[config.mk]
export PLATFORM = sky130hd
export DESIGN_NAME = sample_fifo
export DESIGN_NICKNAME = d
export VERILOG_FILES = /design/src/rtl/sample_fifo.sv
export SDC_FILE = /design/constraint.sdc
export NUM_CORES = 1
export LEC_CHECK = 0
export ABC_AREA = 1
export BUFFER_PORTS_ARGS = -buffer_cell sky130_fd_sc_hd__clkbuf_2
export CAP_MARGIN = 10
export CORE_ASPECT_RATIO = 1.4
export CORE_MARGIN = 2
export CORE_UTILIZATION = 37
export CTS_CLUSTER_SIZE = 20
export DETAILED_ROUTE_END_ITERATION = 10
export PLACE_DENSITY = 0.62
export SLEW_MARGIN = 25
export SYNTH_ARGS = -nofsm -noshare
export SYNTH_HDL_FRONTEND = slang
export SYNTH_SLANG_ARGS = --single-unit
[constraint.sdc]
create_clock -name i_clk -period 2.8 [get_ports i_clk]
set_input_delay 0.42 -clock i_clk [delete_from_list [all_inputs] [get_ports i_clk]]
set_output_delay 0.42 -clock i_clk [all_outputs]
set_load 0.005 [all_outputs]
[src/rtl/sample_fifo.sv]
// sample_fifo: single-clock FIFO with a registered read port, an occupancy
// count and sticky overflow/underflow flags. Reset is synchronous, active-high.
module sample_fifo #(
  parameter int BREITE = 8,
  parameter int TIEFE  = 4
) (
  input  logic              i_clk,
  input  logic              i_rst,
  input  logic              i_push,
  input  logic [BREITE-1:0] i_data,
  input  logic              i_pop,
  input  logic              i_clr_err,
  output logic [BREITE-1:0] o_data,
  output logic              o_valid,
  output logic [TIEFE:0]    o_count,
  output logic              o_full,
  output logic              o_empty,
  output logic              o_overflow,
  output logic              o_underflow
);

  localparam int               DEPTH     = 2 ** TIEFE;
  localparam logic [TIEFE:0]   DEPTH_CNT = (TIEFE+1)'(DEPTH);
  localparam logic [TIEFE:0]   CNT_ZERO  = (TIEFE+1)'(0);
  localparam logic [TIEFE:0]   CNT_ONE   = (TIEFE+1)'(1);
  localparam logic [TIEFE-1:0] PTR_ZERO  = TIEFE'(0);
  localparam logic [TIEFE-1:0] PTR_ONE   = TIEFE'(1);
  localparam logic [BREITE-1:0] DATA_ZERO = BREITE'(0);

  logic [BREITE-1:0] mem_r [DEPTH];
  logic [TIEFE-1:0]  wr_ptr_r;
  logic [TIEFE-1:0]  rd_ptr_r;
  logic [TIEFE:0]    count_r;
  logic [TIEFE:0]    count_next_s;
  logic [BREITE-1:0] data_r;
  logic              valid_r;
  logic              overflow_r;
  logic              underflow_r;
  logic              full_s;
  logic              empty_s;
  logic              push_ok_s;
  logic              pop_ok_s;

  // Full/empty come straight from the count register, so a push and pop in
  // the same cycle can never pass data through an empty or full FIFO.
  assign full_s    = (count_r == DEPTH_CNT);
  assign empty_s   = (count_r == CNT_ZERO);
  assign push_ok_s = i_push & ~full_s;
  assign pop_ok_s  = i_pop & ~empty_s;

  // Next occupancy from the accepted push/pop combination
  always_comb begin
    count_next_s = count_r;
    case ({push_ok_s, pop_ok_s})
      2'b10:   count_next_s = count_r + CNT_ONE;
      2'b01:   count_next_s = count_r - CNT_ONE;
      default: count_next_s = count_r;
    endcase
  end

  // Storage array; contents are not reset
  always_ff @(posedge i_clk) begin
    if (push_ok_s && !i_rst) begin
      mem_r[wr_ptr_r] <= i_data;
    end
  end

  // Pointers, count, read port and sticky flags
  always_ff @(posedge i_clk) begin
    if (i_rst) begin
      wr_ptr_r    <= PTR_ZERO;
      rd_ptr_r    <= PTR_ZERO;
      count_r     <= CNT_ZERO;
      data_r      <= DATA_ZERO;
      valid_r     <= 1'b0;
      overflow_r  <= 1'b0;
      underflow_r <= 1'b0;
    end else begin
      count_r <= count_next_s;
      valid_r <= pop_ok_s;
      if (push_ok_s) begin
        wr_ptr_r <= wr_ptr_r + PTR_ONE;
      end
      if (pop_ok_s) begin
        data_r   <= mem_r[rd_ptr_r];
        rd_ptr_r <= rd_ptr_r + PTR_ONE;
      end
      // A rejection in the same cycle as a clear keeps the flag set
      overflow_r  <= (overflow_r  & ~i_clr_err) | (i_push & full_s);
      underflow_r <= (underflow_r & ~i_clr_err) | (i_pop  & empty_s);
    end
  end

  assign o_data      = data_r;
  assign o_valid     = valid_r;
  assign o_count     = count_r;
  assign o_full      = full_s;
  assign o_empty     = empty_s;
  assign o_overflow  = overflow_r;
  assign o_underflow = underflow_r;

endmodule

After elaboration in Yosys (flattened, before gate mapping)
Memories as Yosys holds them, arrays and structs flattened. A register that Yosys moved wholly into a read port is not among the register bits. Index checks and enable logic that the tools add are counted.

Register bits: 16. Bits in latches: 0. Bits in writable memories: 128. Bits in read-only memories: 0. Memories kept: 1.

$add $sub $neg: 4. $mul: 0. Divide/modulo/power cells: 0. Magnitude comparators: 0. Eq/ne operators: 3. Shift-type cells: 0. Mux-type cells: 3. Bitwise operators: 11. Reductions and logical operators: 4.

Memories: mem_r (depth 16, bits a word 8, rd ports 1, clocked after memory_dff 1, wr ports 1, line 30) `logic [BREITE-1:0] mem_r [DEPTH];`.

Operators with widths (number): $pmux W5 S2 (1); $add A4 B1 Y4 const B (2); $and A1 B1 Y1 (6); $add A5 B1 Y5 const B (1); $eq A5 B5 Y1 const B (1); $logic_not A5 Y1 (1); $sub A5 B1 Y5 const B (1); $not A1 Y1 (3); $eq A2 B1 Y1 const B (1); $eq A2 B2 Y1 const B (1); $mux W1 (2); $or A1 B1 Y1 (2); $reduce_bool A2 Y1 (1); $logic_and A1 B1 Y1 (1); $logic_not A1 Y1 (1).

Logic depth before layout (Yosys ltp)
Gate-level depths: netlist of the first run.

Word-level depth: 6. Depth in mapped cells: 14. Depth with buffers taken out: 13.

Worst setup path after synthesis of the first run
OpenSTA, ideal clock, no wires.

Kind: reg2reg. Start point: register count_r[2], in the netlist o_count[2]. End point: register count_r[4], in the netlist o_count[4]. Setup time: 0.132 ns. Data arrival time: 2.005 ns. Required time: 2.668 ns. Setup slack: 0.663 ns. Cell stages (with the launch flop): 14. Buffers on the path: 1. Period minus slack after synthesis: 2.137 ns. Path through: dfxtp_1 -> nor2_1 -> nand4_1 -> nand2_2 -> inv_2 -> buf_2 -> ha_1 -> fa_1 -> a21oi_1 -> nor2_1 -> o21bai_1 -> nand2_1 -> nand2_1 -> a21oi_1.

Word-level cells in the longest chain between the ends: 5. Elaborated cells on any way between the ends: 12. Those cells by class: 2 x add/sub; 3 x eq/ne; 1 x mux; 4 x bitwise; 2 x reduce/logical.

Ends and longest elaborated chain: start, declared (line 33) `logic [TIEFE:0] count_r;`; start signal, assigned (line 79) `count_r <= count_next_s;`; $logic_not A5 Y1 * (line 47) `assign empty_s = (count_r == CNT_ZERO);`; $not A1 Y1 * (line 49) `assign pop_ok_s = i_pop & ~empty_s;`; $and A1 B1 Y1 * (line 49); named net pop_ok_s (line 42) `logic pop_ok_s;`; $eq A2 B1 Y1 / $eq A2 B2 Y1 (equally long branches) (line 54) `case ({push_ok_s, pop_ok_s})`; $pmux W5 S2 / $reduce_bool A2 Y1 (equally long branches).

Mark *: on every way through the listed nets, which the timed path passes. The rest lies on a longest branch. A chain may end at the register's enable or synchronous reset.

Worst setup path in the final report of the first run
Start point: register count_r[2], in the netlist o_count[2]. End point: register count_r[4], in the netlist o_count[4].

Word-level cells in the longest chain between the ends: 5. Elaborated cells on any way between the ends: 12. Those cells by class: 2 x add/sub; 3 x eq/ne; 1 x mux; 4 x bitwise; 2 x reduce/logical.

Ends and longest elaborated chain (line): $eq A5 B5 Y1 / $logic_not A5 Y1 (equally long branches) (46, 47); $not A1 Y1, on equally long branches (48, 49); $and A1 B1 Y1, on equally long branches (48, 49); $eq A2 B1 Y1 / $eq A2 B2 Y1 (equally long branches) (54); $pmux W5 S2 / $reduce_bool A2 Y1 (equally long branches).

Parallel ways exist; a longest one is shown, timed or not.

==> results of run 1 <==
==> per-stage QoR <==
stage               instances  area [sq um]  setup WS [ns]   util
floorplan                 675          6630          0.663      -
global placement          920          6990          0.637  0.400
detailed placement        920          6990          0.605  0.400
CTS                       952          7580          0.582  0.434
global route              952          7580          0.320  0.434
finish                    952          7580          0.598  0.434
==> state kept, by name, summed over array words and instances (netlist names) <==
signal,cells
mem_r,128
o_count,5
o_data,8
o_overflow,1
o_underflow,1
o_valid,1
rd_ptr_r,4
wr_ptr_r,4
==> cell families (layout without fill, tap and decap cells) <==
kind of cell | count (synthesis) | after routing | share of synthesized area
AOI/OAI and AO/OA | 23 | 23 | 0.0177
xor gates and xnor gates | 5 | 5 | 0.00661
adders and majority gates | 10 | 10 | 0.0200
buffers and inverters | 123 | 164 | 0.0778
DFF | 152 | 152 | 0.652
and+or+nand+nor | 362 | 362 | 0.226
==> power breakdown <==
group,internal (W),switching (W)
clock network,0.00136,0.000888
registers,0.00258,0.0000933
logic,0.000528,0.00114
total,0.00447,0.00212
==> cells in the final DEF, fill, tap and decap left out, drive strengths merged <==
| cell type | Yosys | layout |
|---|---|---|
| inv | 93 | 98 |
| ha | 9 | 9 |
| clkinv | 0 | 2 |
| buf | 27 | 9 |
| o21ai | 8 | 8 |
| bufinv | 0 | 1 |
| o21bai | 1 | 1 |
| nor2 | 41 | 41 |
| nand4 | 2 | 2 |
| fa | 1 | 1 |
| clkbuf | 3 | 54 |
| xor2 | 5 | 5 |
| a21oi | 14 | 14 |
| nand3 | 96 | 96 |
| nand2 | 222 | 222 |
| nor3b | 1 | 1 |
| dfxtp | 24 | 24 |
| edfxtp | 128 | 128 |
==> worst max-delay path, stage by stage, from the launching register on <==
cell,delay (ns)
dfxtp_1,0.34
nor2_1,0.15
nand4_1,0.13
nand2_2,0.16
inv_2,0.05
ha_1,0.26
fa_1,0.42
a21oi_1,0.19
nor2_1,0.07
o21bai_1,0.12
nand2_1,0.07
nand2_1,0.07
a21oi_1,0.05
==> how the worst min path moves through the flow <==
stage                           startpoint                      to  slack [ns]  depth (start not counted)
floorplan            o_overflow$_SDFF_PP0_   o_overflow$_SDFF_PP0_        0.46                          2
global placement     o_overflow$_SDFF_PP0_   o_overflow$_SDFF_PP0_        0.45                          2
detailed placement  o_underflow$_SDFF_PP0_  o_underflow$_SDFF_PP0_        0.46                          2
CTS                                  i_pop  o_underflow$_SDFF_PP0_        0.24                          3
global route                         i_pop  o_underflow$_SDFF_PP0_        0.28                          3
finish                               i_pop  o_underflow$_SDFF_PP0_        0.25                          3
==> cell type report <==
type | instances | area (sq um)
sequential | 152 | 4330
multi-input combinational | 400 | 1790
clock buffer | 24 | 504
tap | 236 | 295
clock inverter | 8 | 82.6
fill | 1635 | 9900
inverter | 93 | 349
timing repair buffer | 39 | 230
==> routing by layer <==
metal	wire length, um	vias to the layer above	track usage
li1	-	2240	-
met2	8300	107	0.311
met4	533	0	0.0861
met1	5820	2112	0.190
met5	0	-	0
met3	504	32	0.0309
==> flow_metrics.env, run 1 <==
export IMPL_status="finished, final reports clean"
export IMPL_p_leak_nw=3.23
export IMPL_yosysMostFrequentCell="nand2_1"
export IMPL_cp_arrival_ns=2.51
export IMPL_synth_commonest_cells="219 x nand2_1, 128 x edfxtp_1, 96 x nand3_1, 85 x inv_1, 41 x nor2_1"
export IMPL_cts_path_max_buffers=2
export IMPL_htree_levels=4
export IMPL_final_min_clock_period_ns=2.20
export IMPL_hpwl_mm=9.92
export IMPL_r2r_cells=12
export IMPL_synth_top_area_frac=0.580
export IMPL_io_pin_count=31
export IMPL_worstPathRequired_ns=3.10
export IMPL_routed_wl_mm=15.2
export IMPL_netlist_instances=675
export IMPL_ctsResizeCount=0
export IMPL_synthFlopType="edfxtp_1"
export IMPL_vias=4491
export IMPL_fin_hold_ws_ns=0.253
export IMPL_yosysWarnings=0
export IMPL_cp_endpoint="o_count[4]$_SDFFE_PP0P_"
export IMPL_rsz0062_at_grt="false"
export IMPL_fin_worst_skew_ns=0.00882
export IMPL_slew_viol_final=0
export IMPL_cap_violations=0
export IMPL_wl_per_cell_um=15.9
export IMPL_port_buffers=30
export IMPL_drt_iter0_drc=303
export IMPL_die_area_sq_um=19000
export IMPL_cp_max_fo=7
export IMPL_finalCritPeriodShare=0.786
export IMPL_critPathLaunchType="register"
export IMPL_synthesis_area_sq_um=6630
export IMPL_setup_viol_count_final=0
export IMPL_root_buffer="clkbuf_16"
export IMPL_cts_tree="yes"
export IMPL_tns_ns=0
export IMPL_core_region_area_sq_um=17500
export IMPL_r2r_end="o_count[4]$_SDFFE_PP0P_"
export IMPL_power_density_nw_per_um2=870
export IMPL_grt_pass1_vias=4439
export IMPL_grt_use_total=0.172
export IMPL_drt_antenna_violating_nets=0
export IMPL_grt_max_degree=67
export IMPL_synth_seq_cells=152
export IMPL_power_total_w=0.00659
export IMPL_rows=57
export IMPL_reg2reg_slack_ns=0.60
export IMPL_hold_buffers=0
export IMPL_antenna_found_initial=0
export IMPL_drc_errors=0
export IMPL_start_util=0.379
export IMPL_dieHeight_um=162
export IMPL_timing_fmax_mhz=454
export IMPL_crit_path_end_kind="register"
export IMPL_area_growth_pct=14.3
export IMPL_final_nets=726
export IMPL_slew_headroom=0.527
export IMPL_vdd_drop_max_uv=576
export IMPL_drive_gt1_frac=0.110
export IMPL_critical_path_startpoint="o_count[2]$_SDFFE_PP0P_"
export IMPL_critPathKind="register to register"
export IMPL_syn_nets=698
export IMPL_hold_class="input pin to register"
export IMPL_yosysTopAreaCell="edfxtp_1"
export IMPL_gp_congestion=0.862
export IMPL_die_x_um=117
export IMPL_hold_violations=0
export IMPL_synthArstFlopShare=0
export IMPL_synth_edf_count=128
export IMPL_drt_vias_per_instance=4.72
export IMPL_overflow=0
export IMPL_syn_avg_cell_area_sq_um=9.82
export IMPL_post_cts_setup_buffers=0
export IMPL_grt_pass1_wl_mm=23.7
export IMPL_ys_types=22
export IMPL_ys_seq_area_frac=0.652
export IMPL_max_slew_worst_pin_slew_ns=0.709
export IMPL_timing_rr_start="o_count[2]$_SDFFE_PP0P_"
export IMPL_cts_inserted_buffers=17
export IMPL_ys_top_cells_by_area="edfxtp_1 58%, nand2_1 12%, dfxtp_1 7.2%"
export IMPL_dr_pass1_iters=6
export IMPL_cts_clk_slew_worst_paths_ns=0.06
export IMPL_cts_sinks=152
export IMPL_n_antenna_cell=0
export IMPL_clk_latency_ns=0.42
No activity file was read; power rests on OpenSTA's default activity.
==> run 2, diff against run 1 <==
- clock period: 2.8 -> 2.2 ns (I/O delays scaled with it)
==> flow_metrics.env, run 2 (synthesized netlist as in run 1, its figures left out) <==
export IMPL_status="finished, final reports clean"
export IMPL_largest_reg_flops=128
export IMPL_dr_pass1_iters=4
export IMPL_crit_path_end_kind="register"
export IMPL_drt_iter0_drc=229
export IMPL_port_buffers=30
export IMPL_max_slew_worst_pin_slew_ns=0.432
export IMPL_io_pin_count=31
export IMPL_root_buffer="clkbuf_16"
export IMPL_vdd_drop_max_uv=799
export IMPL_cap_violations=0
export IMPL_grt_busiest_layer="met2"
export IMPL_grt_pass1_vias=4217
export IMPL_area_growth_pct=16.4
export IMPL_rsz0062_at_grt="false"
export IMPL_fillers=1646
export IMPL_grt_met3_usage=0.0257
export IMPL_power_density_nw_per_um2=1090
export IMPL_final_common_cell="nand2_1"
export IMPL_finalWorstSetupSlack_ns=0.229
export IMPL_fin_worst_skew_ns=0.00773
export IMPL_final_min_clock_period_ns=1.97
export IMPL_timing_fmax_mhz=507
export IMPL_cp_arrival_ns=2.28
export IMPL_n_antenna_cell=0
export IMPL_critPathKind="register to register"
export IMPL_p_leak_nw=3.31
export IMPL_finalCritPeriodShare=0.896
export IMPL_final_cell_mix="219 x nand2_1, 128 x edfxtp_1, 96 x nand3_1"
export IMPL_routed_wl_mm=15.1
export IMPL_dieHeight_um=162
export IMPL_htree_levels=4
export IMPL_cts_sinks=152
export IMPL_critPathLaunchType="register"
export IMPL_hold_buffers=0
export IMPL_grt_use_total=0.168
export IMPL_tns_ns=0
export IMPL_multiInputGateArea_sq_um=1800
export IMPL_start_util=0.379
export IMPL_met2_usage=0.307
export IMPL_cts_path_max_buffers=2
export IMPL_cts_inserted_buffers=17
export IMPL_hold_class="input pin to register"
export IMPL_preCtsSetupSlack_ns=0.0996
export IMPL_cts_tree="yes"
export IMPL_slew_headroom=0.712
export IMPL_core_region_area_sq_um=17500
export IMPL_final_nets=747
export IMPL_hpwl_mm=9.50
export IMPL_die_area_sq_um=19000
export IMPL_regArea_sq_um=4330
export IMPL_gp_congestion=0.766
export IMPL_vias=4511
export IMPL_grt_use_met1=0.196
export IMPL_clk_latency_ns=0.41
export IMPL_die_x_um=117
export IMPL_slew_viol_final=0
export IMPL_worstPathRequired_ns=2.51
export IMPL_grt_max_degree=67
export IMPL_grt_pass1_wl_mm=23.1
export IMPL_setup_viol_count_final=0
export IMPL_drt_vias_per_instance=4.64
export IMPL_cp_max_fo=5
export IMPL_antenna_found_initial=0
export IMPL_cts_clk_slew_worst_paths_ns=0.06
export IMPL_largest_register="mem_r"
export IMPL_drt_antenna_violating_nets=0
export IMPL_hold_violations=0
export IMPL_wl_per_cell_um=15.5
export IMPL_drive_gt1_frac=0.138
export IMPL_drc_errors=0
export IMPL_overflow=0
export IMPL_rows=57
-- run 2: worst paths after layout --
kind                                start                       to  slack (ns)  cells past startpoint
setup / recovery  o_count[2]$_SDFFE_PP0P_  o_count[3]$_SDFFE_PP0P_        0.23                     11
hold reg to reg    o_underflow$_SDFF_PP0_   o_underflow$_SDFF_PP0_        0.46                      2
setup reg to reg  o_count[2]$_SDFFE_PP0P_  o_count[3]$_SDFFE_PP0P_        0.23                     11
hold / removal                      i_pop   o_underflow$_SDFF_PP0_        0.17                      3
-- run 2: per-layer routing --
metal,wire (um),part of all wire
met1,6190,0.41
met2,8310,0.55
met3,288,0.019
met4,291,0.019
met5,0,0
-- run 2: final cells by class --
class / instances / area share
multi-input cells: 400 / 0.233
flip-flops and latches: 152 / 0.561
well taps: 236 / 0.0383
inverters: 93 / 0.0452
clock inverters: 13 / 0.0167
clock buffers: 19 / 0.0561
repair buffers: 60 / 0.0503
-- run 2: report_power, final --
part | switching (W) | internal (W) | total (W)
logic | 0.00148 | 0.000753 | 0.00224
clock network | 0.00111 | 0.00166 | 0.00277
registers | 0.000124 | 0.00329 | 0.00341
-- run 2: timing repair --
action / CTS / global route
buffers inserted: 0 / 1
endpoints found under the setup margin: 0 / 2
resized for setup: 0 / 4
-- run 2: critical path, stage by stage, from the launching register on --
cell and delay (ns):
dfxtp_2 0.34, nor2_2 0.13, nand4_1 0.15, nand2_2 0.10
inv_2 0.04, ha_2 0.21, ha_1 0.34, a21oi_1 0.16
nand2_1 0.07, xor2_1 0.14, o21ai_0 0.15, inv_1 0.05
-- run 2: metrics by stage --
| step | hold WS (ns) | util | instances | area, sq um | power [W] |
|---|---|---|---|---|---|
| final | 0.171 | 0.442 | 973 | 7720 | 0.00842 |
| after global routing | 0.169 | 0.442 | 973 | 7720 | 0.00885 |
| after CTS | 0.158 | 0.441 | 972 | 7700 | 0.00847 |
| after detailed placement | 0.458 | 0.409 | 940 | 7140 | 0.00571 |
| after global placement | 0.453 | 0.409 | 940 | 7140 | 0.00569 |
| after floorplan | 0.429 | - | 675 | 6630 | 0.00494 |
==> run 3, diff against run 2 <==
- CELL_PAD_IN_SITES_DETAIL_PLACEMENT: not set -> 2
- CELL_PAD_IN_SITES_GLOBAL_PLACEMENT: not set -> 2
- PLACE_DENSITY: 0.62 -> 0.83
==> flow_metrics.env, run 3 (synthesized netlist as in run 1, its figures left out) <==
export IMPL_status="finished, final reports clean"
export IMPL_fillers=1827
export IMPL_drt_vias_per_instance=5.25
export IMPL_fin_area_sq_um=7790
export IMPL_root_buffer="clkbuf_16"
export IMPL_clk_latency_ns=0.43
export IMPL_drt_antenna_violating_nets=0
export IMPL_rows=57
export IMPL_cts_tree="yes"
export IMPL_gp_congestion=0.781
export IMPL_final_min_clock_period_ns=2.14
export IMPL_dp_cells=938
export IMPL_cts_clk_slew_worst_paths_ns=0.07
export IMPL_p_leak_nw=3.34
export IMPL_final_nets=745
export IMPL_crit_path_end_kind="register"
export IMPL_fin_worst_skew_ns=0.0108
export IMPL_slew_headroom=0.539
export IMPL_hold_buffers=0
export IMPL_htree_levels=4
export IMPL_grt_max_degree=54
export IMPL_dieHeight_um=162
export IMPL_core_region_area_sq_um=17500
export IMPL_worstPathRequired_ns=2.56
export IMPL_grt_use_total=0.252
export IMPL_instances_no_fill=971
export IMPL_final_cell_mix="219 x nand2_1, 128 x edfxtp_1, 96 x nand3_1"
export IMPL_cap_violations=0
export IMPL_drive_gt1_frac=0.147
export IMPL_max_slew_worst_pin_slew_ns=0.691
export IMPL_routed_wl_mm=22.8
export IMPL_largest_register="mem_r"
export IMPL_area_growth_pct=17.5
export IMPL_drt_iter0_drc=320
export IMPL_hold_violations=0
export IMPL_regArea_sq_um=4330
export IMPL_multiInputGateArea_sq_um=1810
export IMPL_slew_viol_final=0
export IMPL_critPathKind="register to register"
export IMPL_power_density_nw_per_um2=1160
export IMPL_place_area_sq_um=7120
export IMPL_port_buffers=30
export IMPL_power_total_w=0.00904
export IMPL_tns_ns=0
export IMPL_die_x_um=117
export IMPL_antenna_found_initial=0
export IMPL_cp_arrival_ns=2.50
export IMPL_vdd_drop_max_uv=796
export IMPL_dr_pass1_iters=5
export IMPL_largest_reg_flops=128
export IMPL_vias=5095
export IMPL_cts_inserted_buffers=17
export IMPL_setup_viol_count_final=0
export IMPL_cts_path_max_buffers=2
export IMPL_finalWorstSetupSlack_ns=0.0636
export IMPL_grt_pass1_vias=5768
export IMPL_n_antenna_cell=0
export IMPL_io_pin_count=31
export IMPL_final_common_cell="nand2_1"
export IMPL_finalCritPeriodShare=0.971
export IMPL_critPathLaunchType="register"
export IMPL_hpwl_mm=14.6
export IMPL_timing_fmax_mhz=468
export IMPL_drc_errors=0
export IMPL_grt_pass1_wl_mm=34.6
export IMPL_start_util=0.379
export IMPL_overflow=0
export IMPL_hold_class="input pin to register"
export IMPL_cp_max_fo=5
export IMPL_preCtsSetupSlack_ns=-0.0569
export IMPL_cts_sinks=152
export IMPL_die_area_sq_um=19000
export IMPL_wl_per_cell_um=23.5
-- run 3: cell count changes in the layout (fill, tap and decap cells not counted), sizes merged --
| cell | delta |
|---|---|
| clkinv | -2 |
| buf | -2 |
| inv | -2 |
| clkbuf | +4 |
-- run 3: cell type report --
| cell class | count | area share |
|---|---|---|
| clock buffers | 23 | 0.0670 |
| inverters | 93 | 0.0448 |
| multi-input cells | 400 | 0.233 |
| flip-flops and latches | 152 | 0.556 |
| clock inverters | 9 | 0.0141 |
| repair buffers | 58 | 0.0479 |
| well taps | 236 | 0.0379 |
-- run 3: repair_timing --
action,4_1_cts,5_1_grt
setup endpoints to repair,2,2
gates cloned,0,0
gates resized for setup,2,8
pin swaps,0,2
buffers inserted,0,1
-- run 3: critical path: stages, from the launching register on --
cell	delay [ns]
dfxtp_2	0.35
nor2_2	0.17
nand4_1	0.18
nand2_2	0.13
inv_2	0.06
ha_4	0.18
fa_2	0.36
a21oi_2	0.15
nor2_1	0.06
nor2_1	0.09
nand2_1	0.06
nand2_1	0.08
nand2_1	0.07
a21oi_1	0.14
-- run 3: path summary, 6_finish.rpt --
path / cells after the start / endpoint / slack (ns) / start
hold reg to reg: 2 / o_underflow$_SDFF_PP0_ / 0.48 / o_underflow$_SDFF_PP0_
setup / recovery: 13 / o_count[4]$_SDFFE_PP0P_ / 0.06 / o_count[3]$_SDFFE_PP0P_
hold / removal: 3 / o_overflow$_SDFF_PP0_ / 0.16 / i_push
setup reg to reg: 13 / o_count[4]$_SDFFE_PP0P_ / 0.06 / o_count[3]$_SDFFE_PP0P_
-- run 3: report_power, final --
part	total [W]	switching (W)	internal (W)	leakage [nW]
clock network	0.00312	0.00122	0.00191	0.301
logic	0.00249	0.00173	0.000754	1.69
registers	0.00343	0.000140	0.00329	1.35
total	0.00904	0.00309	0.00595	3.34
-- run 3: metal layers --
layer  global-route usage  up-vias  part of all wire
met4                0.107        0             0.032
met5                    0        -                 0
li1                     -     2277                 -
met2                0.463      146              0.56
met3               0.0473       53             0.034
met1                0.280     2619              0.37
-- run 3: metrics by stage --
step,hold slack (ns),utilization
2_1_floorplan,0.429,-
3_3_place_gp,0.454,0.408
3_5_place_dp,0.461,0.408
4_1_cts,0.162,0.444
5_1_grt,0.177,0.446
6_report,0.164,0.446
